===== src/rtl/flag_ctx_stack_pkg.sv =====
// Shared cpu constants for condition flags and the interrupt context stack.
package flag_ctx_stack_pkg;

    localparam int FLAG_W_DEF = 2;
    localparam int DEPTH_DEF  = 4;

    // Flag bit positions inside one context.
    localparam int FLAG_Z = 0;
    localparam int FLAG_N = 1;

    // Stack-related event seen in one cycle.
    typedef enum logic [1:0] {
        EV_NONE    = 2'b00,
        EV_SAVE    = 2'b01,
        EV_RESTORE = 2'b10,
        EV_BOTH    = 2'b11
    } ctx_ev_e;

    // Classify the save/restore request pair.
    function automatic ctx_ev_e decode_ev(input logic save, input logic restore);
        ctx_ev_e ev;
        case ({restore, save})
            2'b01:   ev = EV_SAVE;
            2'b10:   ev = EV_RESTORE;
            2'b11:   ev = EV_BOTH;
            default: ev = EV_NONE;
        endcase
        return ev;
    endfunction

endpackage


===== src/rtl/flag_ctx_stack_lifo.sv =====
// Saturating LIFO of flag contexts; index 0 holds the oldest entry.
module flag_lifo
    import flag_ctx_stack_pkg::*;
#(
    parameter int FLAG_W = FLAG_W_DEF,
    parameter int DEPTH  = DEPTH_DEF,
    parameter int SP_W   = $clog2(DEPTH + 1)
) (
    input  logic              clk,
    input  logic              rst_n,
    input  logic              push,
    input  logic              pop,
    input  logic [FLAG_W-1:0] push_data,
    output logic [FLAG_W-1:0] top_data,
    output logic [SP_W-1:0]   sp,
    output logic              full,
    output logic              empty
);

    logic [FLAG_W-1:0] stack_r [DEPTH];
    logic [SP_W-1:0]   sp_r;
    logic [FLAG_W-1:0] top_s;
    logic              full_s;
    logic              empty_s;

    assign full_s  = (sp_r == SP_W'(DEPTH));
    assign empty_s = (sp_r == {SP_W{1'b0}});

    // Storage write and stack pointer update; a push and pop never coincide here.
    always_ff @(posedge clk or negedge rst_n) begin
        if (!rst_n) begin
            sp_r <= {SP_W{1'b0}};
            for (int i = 0; i < DEPTH; i++) begin
                stack_r[i] <= {FLAG_W{1'b0}};
            end
        end else if (push && !full_s) begin
            for (int i = 0; i < DEPTH; i++) begin
                if (sp_r == SP_W'(i)) begin
                    stack_r[i] <= push_data;
                end
            end
            sp_r <= sp_r + SP_W'(1);
        end else if (pop && !empty_s) begin
            sp_r <= sp_r - SP_W'(1);
        end else begin
            sp_r <= sp_r;
        end
    end

    // Top-of-stack read; popped entries stay in place but are hidden by sp.
    always_comb begin
        top_s = {FLAG_W{1'b0}};
        for (int i = 0; i < DEPTH; i++) begin
            top_s = (sp_r == SP_W'(i + 1)) ? stack_r[i] : top_s;
        end
    end

    assign top_data = top_s;
    assign sp       = sp_r;
    assign full     = full_s;
    assign empty    = empty_s;

endmodule


===== src/rtl/flag_ctx_stack.sv =====
// Live condition-flag register with a saved-context stack for nested interrupts.
module flag_ctx_stack
    import flag_ctx_stack_pkg::*;
#(
    parameter int FLAG_W = FLAG_W_DEF,
    parameter int DEPTH  = DEPTH_DEF
) (
    input  logic                         clk,
    input  logic                         rst_n,
    input  logic                         cmp,
    input  logic [FLAG_W-1:0]            flags_in,
    input  logic                         save,
    input  logic                         restore,
    input  logic                         err_clr,
    output logic [FLAG_W-1:0]            flags_out,
    output logic [FLAG_W-1:0]            top_flags,
    output logic [$clog2(DEPTH+1)-1:0]   depth,
    output logic                         full,
    output logic                         empty,
    output logic                         ovf_err,
    output logic                         unf_err
);

    localparam int SP_W = $clog2(DEPTH + 1);

    logic [FLAG_W-1:0] cur_r;
    logic [FLAG_W-1:0] cur_nxt_s;
    logic              ovf_r;
    logic              unf_r;
    logic              ovf_set_s;
    logic              unf_set_s;
    logic              push_s;
    logic              pop_s;
    logic [FLAG_W-1:0] top_s;
    logic [SP_W-1:0]   sp_s;
    logic              full_s;
    logic              empty_s;
    ctx_ev_e           ev_s;

    flag_lifo #(
        .FLAG_W (FLAG_W),
        .DEPTH  (DEPTH),
        .SP_W   (SP_W)
    ) u_lifo (
        .clk       (clk),
        .rst_n     (rst_n),
        .push      (push_s),
        .pop       (pop_s),
        .push_data (cur_r),
        .top_data  (top_s),
        .sp        (sp_s),
        .full      (full_s),
        .empty     (empty_s)
    );

    assign ev_s = decode_ev(save, restore);

    // Resolve this cycle's event into stack ops, next live flags and error sets.
    always_comb begin
        push_s    = 1'b0;
        pop_s     = 1'b0;
        ovf_set_s = 1'b0;
        unf_set_s = 1'b0;
        cur_nxt_s = cmp ? flags_in : cur_r;
        case (ev_s)
            EV_SAVE: begin
                if (full_s) begin
                    ovf_set_s = 1'b1;
                end else begin
                    push_s = 1'b1;
                end
            end
            EV_RESTORE: begin
                // Restore overrides any compare in the same cycle.
                if (empty_s) begin
                    unf_set_s = 1'b1;
                    cur_nxt_s = cur_r;
                end else begin
                    pop_s     = 1'b1;
                    cur_nxt_s = top_s;
                end
            end
            EV_BOTH: begin
                // Entry and return cancel out; only the compare takes effect.
                push_s = 1'b0;
            end
            default: begin
                push_s = 1'b0;
            end
        endcase
    end

    // Live flag register and sticky errors; a new error wins over err_clr.
    always_ff @(posedge clk or negedge rst_n) begin
        if (!rst_n) begin
            cur_r <= {FLAG_W{1'b0}};
            ovf_r <= 1'b0;
            unf_r <= 1'b0;
        end else begin
            cur_r <= cur_nxt_s;
            ovf_r <= ovf_set_s | (ovf_r & ~err_clr);
            unf_r <= unf_set_s | (unf_r & ~err_clr);
        end
    end

    assign flags_out = cur_r;
    assign top_flags = top_s;
    assign depth     = sp_s;
    assign full      = full_s;
    assign empty     = empty_s;
    assign ovf_err   = ovf_r;
    assign unf_err   = unf_r;

endmodule


===== config.mk =====
export PLATFORM = sky130hd
export DESIGN_NAME = flag_ctx_stack
export DESIGN_NICKNAME = d
export VERILOG_FILES = /design/src/rtl/flag_ctx_stack_pkg.sv /design/src/rtl/flag_ctx_stack_lifo.sv /design/src/rtl/flag_ctx_stack.sv
export SDC_FILE = /design/constraint.sdc
export NUM_CORES = 1
export LEC_CHECK = 0
export ABC_AREA = 1
export CORE_MARGIN = 2
export CORE_UTILIZATION = 45
export DETAILED_ROUTE_END_ITERATION = 7
export DONT_BUFFER_PORTS = 1
export GPL_ROUTABILITY_DRIVEN = 0
export MAX_ROUTING_LAYER = met4
export PLACE_DENSITY = 0.65
export SETUP_SLACK_MARGIN = 0.4
export SYNTH_ARGS = -nofsm -noshare
export SYNTH_HDL_FRONTEND = slang
export SYNTH_SLANG_ARGS = --single-unit

===== constraint.sdc =====
create_clock -name clk -period 2.5 [get_ports clk]
set_input_delay 0.625 -clock clk [delete_from_list [all_inputs] [get_ports clk]]
set_output_delay 0.625 -clock clk [all_outputs]
set_load 0.03 [all_outputs]

After elaboration in Yosys (flattened, before gate mapping) --
Index checks and enable logic that the tools add are counted.
Operators by class: add/sub/neg operators 2, eq/ne operators 10, muxes and demuxes 18, bitwise gates (word level) 5, reduce and logical (&&, ||, !) cells 12
Operator list (number):
- 2-bit 2-to-1 mux | 7
- 2-bit AND reduction | 5
- 1-bit 2-to-1 mux | 8
- 2-bit == test, second input constant | 3
- 3-bit by 2-bit == test with 1-bit output, second input constant | 2
- 3-bit 2-to-1 mux | 2
- 2-bit case mux with 3 select lines | 1
- 2-bit by 1-bit == test with 1-bit output, second input constant | 2
- 2-bit nonzero test | 2
- 3-bit by 1-bit adder with 3-bit output, second input constant | 1
- 3-bit by 1-bit == test with 1-bit output, second input constant | 1
- 3-bit == test, second input constant | 1
- 3-bit logical NOT | 1
- 3-bit by 1-bit subtractor with 3-bit output, second input constant | 1
- 1-bit bitwise AND | 2
- 1-bit logical AND | 2
- 1-bit logical NOT | 2
- 2-bit inequality test, second input constant | 1
- 1-bit OR | 2
- 1-bit NOT | 1
Word-level totals: register bits 15, bits of input ports 8, output and inout bits 11, word-level logic and storage cells 55

Depth between registers and ports, before layout --
Gate-level depths: netlist of the first run.
depth after elaboration 7, mapped depth 10, gate-level depth less buffers 10

Modules after synthesis --
A second synthesis of the first run with hierarchy kept.
Second synthesis, totals: cells, all modules 117, area total of the unflattened synthesis 900.9 um^2
By module, submodules not included:
- flag_lifo | times used 1, cells an instance 87, area an instance 679.4 um^2, seq. area each 275.3 um^2
- flag_ctx_stack | times used 1, cells an instance 30, area an instance 221.5 um^2, seq. area each 100.1 um^2

Worst setup path before layout of the first run --
No wires, ideal clock.
path kind reg2out, start reg u_lifo.sp_r[0], in the netlist u_lifo.sp[0], end out top_flags[0], arrival time 1.645 ns, data required time 1.875 ns, setup slack 0.230 ns, cell stages (with the launch flop) 8, buffers on the path 0, cells stage by stage dfrtp_1 inv_1 ha_1 nand2_2 clkinv_2 nor2_1 nand2_1 nand2_1
On the way: elaborated cells between the ends (all ways) 8, classes of those cells eq/ne: 4; mux: 4
RTL lines:
- start: declaration | RTL line flag_ctx_stack_lifo.sv:21 | logic [SP_W-1:0] sp_r;
- start signal: assignment | RTL line flag_ctx_stack_lifo.sv:32 | sp_r <= {SP_W{1'b0}};
- start signal: assignment | RTL line flag_ctx_stack_lifo.sv:42 | sp_r <= sp_r + SP_W'(1);
- start signal: assignment | RTL line flag_ctx_stack_lifo.sv:44 | sp_r <= sp_r - SP_W'(1);
- 3-bit == test
- via full | RTL line flag_ctx_stack.sv:18 | output logic full,
- 2-bit 2-to-1 mux | RTL line flag_ctx_stack_lifo.sv:54 | top_s = (sp_r == SP_W'(i + 1)) ? stack_r[i] : top_s;
- end: declaration | RTL line flag_ctx_stack.sv:16 | output logic [FLAG_W-1:0] top_flags,
The timed path passes the listed nets, and every way through them passes these cells.

Worst setup path in the final report of the first run --
start reg u_lifo.sp_r[0], in the netlist u_lifo.sp[0], end out top_flags[1]
On the way: longest elaborated chain between the ends 5, elaborated cells between the ends (all ways) 8, classes of those cells eq/ne: 4; mux: 4
Ends and longest elaborated chain (RTL line):
- 3-bit by 1-bit == test with 1-bit output | flag_ctx_stack_lifo.sv:54
- 2-bit 2-to-1 mux (3 in a row) | flag_ctx_stack_lifo.sv:54
- 2-bit 2-to-1 mux (*) | flag_ctx_stack_lifo.sv:54
Mark *: on every way between the ends. The rest lies on a longest branch, timed or not.

==> results_dict.tcl, run 1 <==
set metrics [dict create \
    syn_avg_cell_area_um2 8.197 \
    antenna_cells 0 \
    max_freq_mhz 451.4 \
    finalSetupTns_ns 0 \
    hold_viol_final 0 \
    grt_pass1_vias 654 \
    syn-num-nets 121 \
    crit_arrival_ns 1.59 \
    firstDrtPassIters 4 \
    fin_nets 132 \
    critical_path_class "reg2out" \
    cp_data_required_time_ns 1.88 \
    finalWirelength_um 1823 \
    drv_slew 0 \
    via_per_inst 5.042 \
    critPathLaunchType "flop" \
    final_common_cell "nand2_1" \
    drc 0 \
    clkTransAtPathRegs_ns 0.08 \
    grt_use_total_pct 18.53 \
    num_vias 716 \
    fp-row-count 15 \
    drtIter0Drc 8 \
    cts_sinks 15 \
    finalSetupViolations 0 \
    syn-cell-area_um2 877.1 \
    cts_root_buf "clkbuf_4" \
    port_buffers 0 \
    hpwl_um 1289 \
    ios 19 \
    yosysWarnings 0 \
    die_area_um2 2318 \
    min_period_over_period_pct 88.61 \
    ant_nets 0 \
    tightest_slew_ns 0.4333 \
    ys_seq_area_share_pct 42.80 \
    ys_ff_latch 15 \
    p_leak_uw 0.0005472 \
    fin_crit_ns 2.215 \
    status "finished clean" \
    antenna_found_initial 0 \
    final_cell_mix "24 x nand2_1, 12 x dfrtp_1, 11 x inv_1" \
    overflow 0 \
    grt_max_degree 16 \
    synth.distinct_cells 18 \
    crit_path_max_fanout 5 \
    core_area_um2 1783 \
    worst_setup_path_end_kind "output port" \
    dieWidth_um 48.15 \
    min_path_type "in2async" \
    power_density_nw_per_um2 1293 \
    grt_pass1_wl_um 2815 \
    nFillCells 149 \
    final_core_util_pct 63.23 \
    cts_buffers 3 \
    synth_cells 107 \
    die_h_um 48.15 \
    hold-worst-slack_ns 0.03194 \
    start_util_pct 49.19 \
    max_cap_violations 0 \
    fin_skew_ns 0.01316 \
    relSlewSlack_pct 71.02 \
    cts_tree "yes" \
    drt-wirelength-per-cell_um 12.84 \
    clk_latency_ns 0.29 \
    cts_buffer_depth 2 \
    syn2layout_area_growth_pct 28.53 \
    rsz0062_at_grt "yes" \
    ir_worst_vdd_uv 697.4 \
    htreeDepth 1 \
    layout-drive-gt1-share_pct 34.19 \
]
## synthesized netlist by cell type
library cell | instances | area share [%]
a21boi_4 | 1 | 2.1
clkinv_2 | 1 | 0.57
dfrtp_1 | 15 | 43
ha_1 | 6 | 8.6
inv_1 | 14 | 6.0
inv_2 | 1 | 0.43
inv_4 | 1 | 0.71
nand2_1 | 28 | 12
nand2_2 | 1 | 0.71
nand2_4 | 3 | 3.9
nand3_1 | 7 | 4.0
nor2_1 | 11 | 4.7
nor2_4 | 2 | 2.6
o211ai_1 | 1 | 0.86
o21ai_0 | 4 | 2.3
o21ai_1 | 6 | 3.4
o22ai_1 | 2 | 1.4
xor2_1 | 3 | 3.0
## cell families after synthesis
| family | after synthesis | share of synthesized area, % |
|---|---|---|
| and+or+nand+nor | 52 | 27.82 |
| buffers and inverters | 17 | 7.703 |
| DFF | 15 | 42.80 |
| AOI/OAI and AO/OA | 14 | 10.13 |
| adders and majority gates | 6 | 8.559 |
| xor gates and xnor gates | 3 | 2.996 |
## cell type report
cell class / count / area (µm²) / area share (%)
multi-input combinational: 75 / 555.5 / 49.28
clock inverter: 1 / 5.005 / 0.4440
sequential: 15 / 379.1 / 33.63
inverter: 17 / 86.33 / 7.658
timing repair buffer: 6 / 47.55 / 4.218
tap: 25 / 31.28 / 2.775
clock buffer: 3 / 22.52 / 1.998
## what timing repair did
| item | CTS | global route |
|---|---|---|
| pin swaps | 8 | 4 |
| resized for setup | 30 | 3 |
| setup buffers | 3 | 1 |
| endpoints found under the hold margin | 0 | 9 |
| endpoints found under the setup margin | 4 | 2 |
| hold buffers | 0 | 1 |
## final timing paths
check | start | end | slack [ns] | cells after the start
setup / recovery | u_lifo.sp[0] | top_flags[1] | 0.28 | 7
hold / removal | rst_n | u_lifo.sp[1] | 0.03 | 0
setup reg to reg | u_lifo.sp[0] | u_lifo.stack_r[7] | 0.88 | 6
hold reg to reg | u_lifo.stack_r[4] | u_lifo.stack_r[4] | 0.50 | 2
max in group asynchronous | rst_n | u_lifo.sp[2] | 1.48 | 1
min in group clk | err_clr | unf_err | 0.42 | 1
## state kept, by name (all words and copies together), names as in the netlist
| signal | cells |
|---|---|
| flags_out | 2 |
| ovf_err | 1 |
| u_lifo.sp | 3 |
| u_lifo.stack_r | 8 |
| unf_err | 1 |
## per-stage QoR
stage | setup WS, ns | instance area (µm²) | power, µW | cells
after floorplan | 0.4160 | 884.6 | 945.5 | 107
after global placement | 0.3617 | 923.4 | 1035 | 133
after detailed placement | 0.2791 | 923.4 | 1054 | 133
after CTS | 0.2689 | 1095 | 1417 | 140
after global routing | 0.2101 | 1127 | 1572 | 142
final | 0.2849 | 1127 | 1458 | 142
## where the power goes
| group | internal (µW) | switching [µW] | leakage, µW | total, µW |
|---|---|---|---|---|
| logic | 317 | 479 | 0.000342 | 796 |
| registers | 347 | 176 | 0.000187 | 523 |
| clock network | 59.4 | 79.4 | 0.0000177 | 139 |
## metal layers
metal | wire [µm] | vias up | GRT usage (%)
met5 | 0 | - | -
met4 | 12 | 0 | 3.243
met3 | 106 | 2 | 5.926
met2 | 884 | 23 | 33.16
met1 | 818 | 335 | 20.09
li1 | - | 356 | -
## critical path, stage by stage, from the launching register on
cell     delay (ns)
dfrtp_2        0.53
ha_4           0.21
ha_4           0.16
inv_4          0.07
nor2_2         0.05
nor2_4         0.12
nand2_4        0.08
nand2_8        0.08
(Power assumes the default switching activity.)
==> run 2: changes to the inputs <==
- CAP_MARGIN: unset -> 25
- CTS_BUF_LIST: unset -> sky130_fd_sc_hd__clkbuf_8
==> results_dict.tcl, run 2 (synthesized netlist as in run 1, its figures left out) <==
set metrics [dict create \
    fin_ws_ns 0.3269 \
    crit_arrival_ns 1.55 \
    num_vias 703 \
    post-place-ws_ns 0.2791 \
    p_leak_uw 0.0005519 \
    start_util_pct 49.19 \
    ir_worst_vdd_uv 811.3 \
    nFillCells 147 \
    via_per_inst 4.986 \
    hpwl_um 1289 \
    total_power_uw 1512 \
    final_common_cell "nand2_1" \
    die_area_um2 2318 \
    fin_nets 131 \
    status "finished clean" \
    dieWidth_um 48.15 \
    firstDrtPassIters 4 \
    core_area_um2 1783 \
    reg2reg_to "u_lifo.stack_r[6]" \
    cts_root_buf "clkbuf_8" \
    drc 0 \
    dp_cells 133 \
    finalSetupTns_ns 0 \
    antenna_found_initial 0 \
    fin_crit_ns 2.173 \
    grt_use_total_pct 18.45 \
    cts_sinks 15 \
    fin_skew_ns 0.009909 \
    rsz0062_at_grt "yes" \
    r2r_cells 7 \
    max_freq_mhz 460.2 \
    cts_buffers 3 \
    clkTransAtPathRegs_ns 0.07 \
    htreeDepth 1 \
    top_register "u_lifo.stack_r" \
    final_cell_mix "24 x nand2_1, 13 x dfrtp_1, 11 x inv_1" \
    overflow 0 \
    cts_tree "yes" \
    syn2layout_area_growth_pct 29.39 \
    finish.cell_count_without_fillers 141 \
    clk_latency_ns 0.25 \
    layout-drive-gt1-share_pct 33.62 \
    critical_path_class "reg2out" \
    port_buffers 0 \
    seq_area_um2 377.9 \
    grt_pass1_vias 630 \
    tightest_slew_ns 0.3435 \
    relSlewSlack_pct 77.10 \
    worst_setup_path_end_kind "output port" \
    cts_buffer_depth 2 \
    min_period_over_period_pct 86.93 \
    drtIter0Drc 10 \
    r2r_slack_ns 0.89 \
    finalSetupViolations 0 \
    max_cap_violations 0 \
    largest_register_ffs 8 \
    antenna_cells 0 \
    drt-wirelength-per-cell_um 12.85 \
    ios 19 \
    critPathLaunchType "flop" \
    power_density_nw_per_um2 1333 \
    crit_path_max_fanout 4 \
    min_path_type "in2async" \
    grt_max_degree 16 \
    postCtsHoldBufs 0 \
    hold_viol_final 0 \
    fp-row-count 15 \
    reg2reg_from "u_lifo.sp[0]" \
    multi_input_area_um2 555.5 \
    grt_pass1_wl_um 2760 \
    finalWirelength_um 1812 \
    die_h_um 48.15 \
    drv_slew 0 \
    cp_data_required_time_ns 1.88 \
    ant_nets 0 \
]
run 2: cell count changes in the layout (fill, tap and decap cells not counted):
cell	change
dfrtp_2	-1
dfrtp_1	+1
dlygate4sd3_1	-1
clkbuf_8	+3
clkbuf_4	-3
run 2: per-layer routing:
layer,vias to the layer above,global-route usage (%),wire [µm]
met3,4,5.926,99
met1,325,20.79,832
met2,20,30.53,861
met5,-,-,0
li1,354,-,-
met4,0,6.486,19
run 2: area by class of cell:
| cell class | count | area share [%] |
|---|---|---|
| Multi-Input combinational cell | 75 | 48.95 |
| Timing Repair Buffer | 5 | 3.308 |
| Tap cell | 25 | 2.756 |
| Sequential cell | 15 | 33.30 |
| Clock buffer | 3 | 3.638 |
| Clock inverter | 1 | 0.4410 |
| Inverter | 17 | 7.607 |
run 2: worst max-delay path by stage:
| stage | from | end | slack [ns] | depth (start not counted) |
|---|---|---|---|---|
| after detailed placement | u_lifo.sp[0] | top_flags[1] | 0.28 | 7 |
| after CTS | u_lifo.sp[1] | top_flags[1] | 0.31 | 7 |
| after global routing | u_lifo.sp[0] | top_flags[1] | 0.26 | 7 |
| final | u_lifo.sp[1] | top_flags[1] | 0.33 | 7 |
| after floorplan | u_lifo.sp[0] | top_flags[0] | 0.42 | 7 |
| after global placement | u_lifo.sp[0] | top_flags[0] | 0.36 | 7 |
run 2: power by group:
| part | internal, µW | switching (µW) | total, µW | leakage, µW |
|---|---|---|---|---|
| clock | 110 | 88.5 | 199 | 0.0000255 |
| combinational | 316 | 476 | 792 | 0.000338 |
| sequential | 346 | 175 | 521 | 0.000189 |
| total | 772 | 740 | 1510 | 0.000552 |
run 2: per-stage QoR:
step / utilization (%) / hold WS (ns) / cell area, µm²
2_1_floorplan: - / 0.3294 / 884.6
3_3_place_gp: 51.79 / 0.3297 / 923.4
3_5_place_dp: 51.79 / 0.3297 / 923.4
4_1_cts: 62.46 / 0.05341 / 1114
5_1_grt: 63.65 / 0.03969 / 1135
6_report: 63.65 / 0.05827 / 1135
run 2: critical path: stages, from the launching register on:
cell and delay (ns):
dfrtp_2 0.52, ha_4 0.21, ha_4 0.16, inv_4 0.07, nor2_2 0.05, nor2_4 0.12, nand2_4 0.08, nand2_8 0.09
run 2: repair_timing:
| item | 4_1_cts | 5_1_grt |
|---|---|---|
| setup endpoints to repair | 3 | 2 |
| buffers inserted | 3 | 1 |
| pin swaps | 8 | 5 |
| gates resized for setup | 30 | 2 |
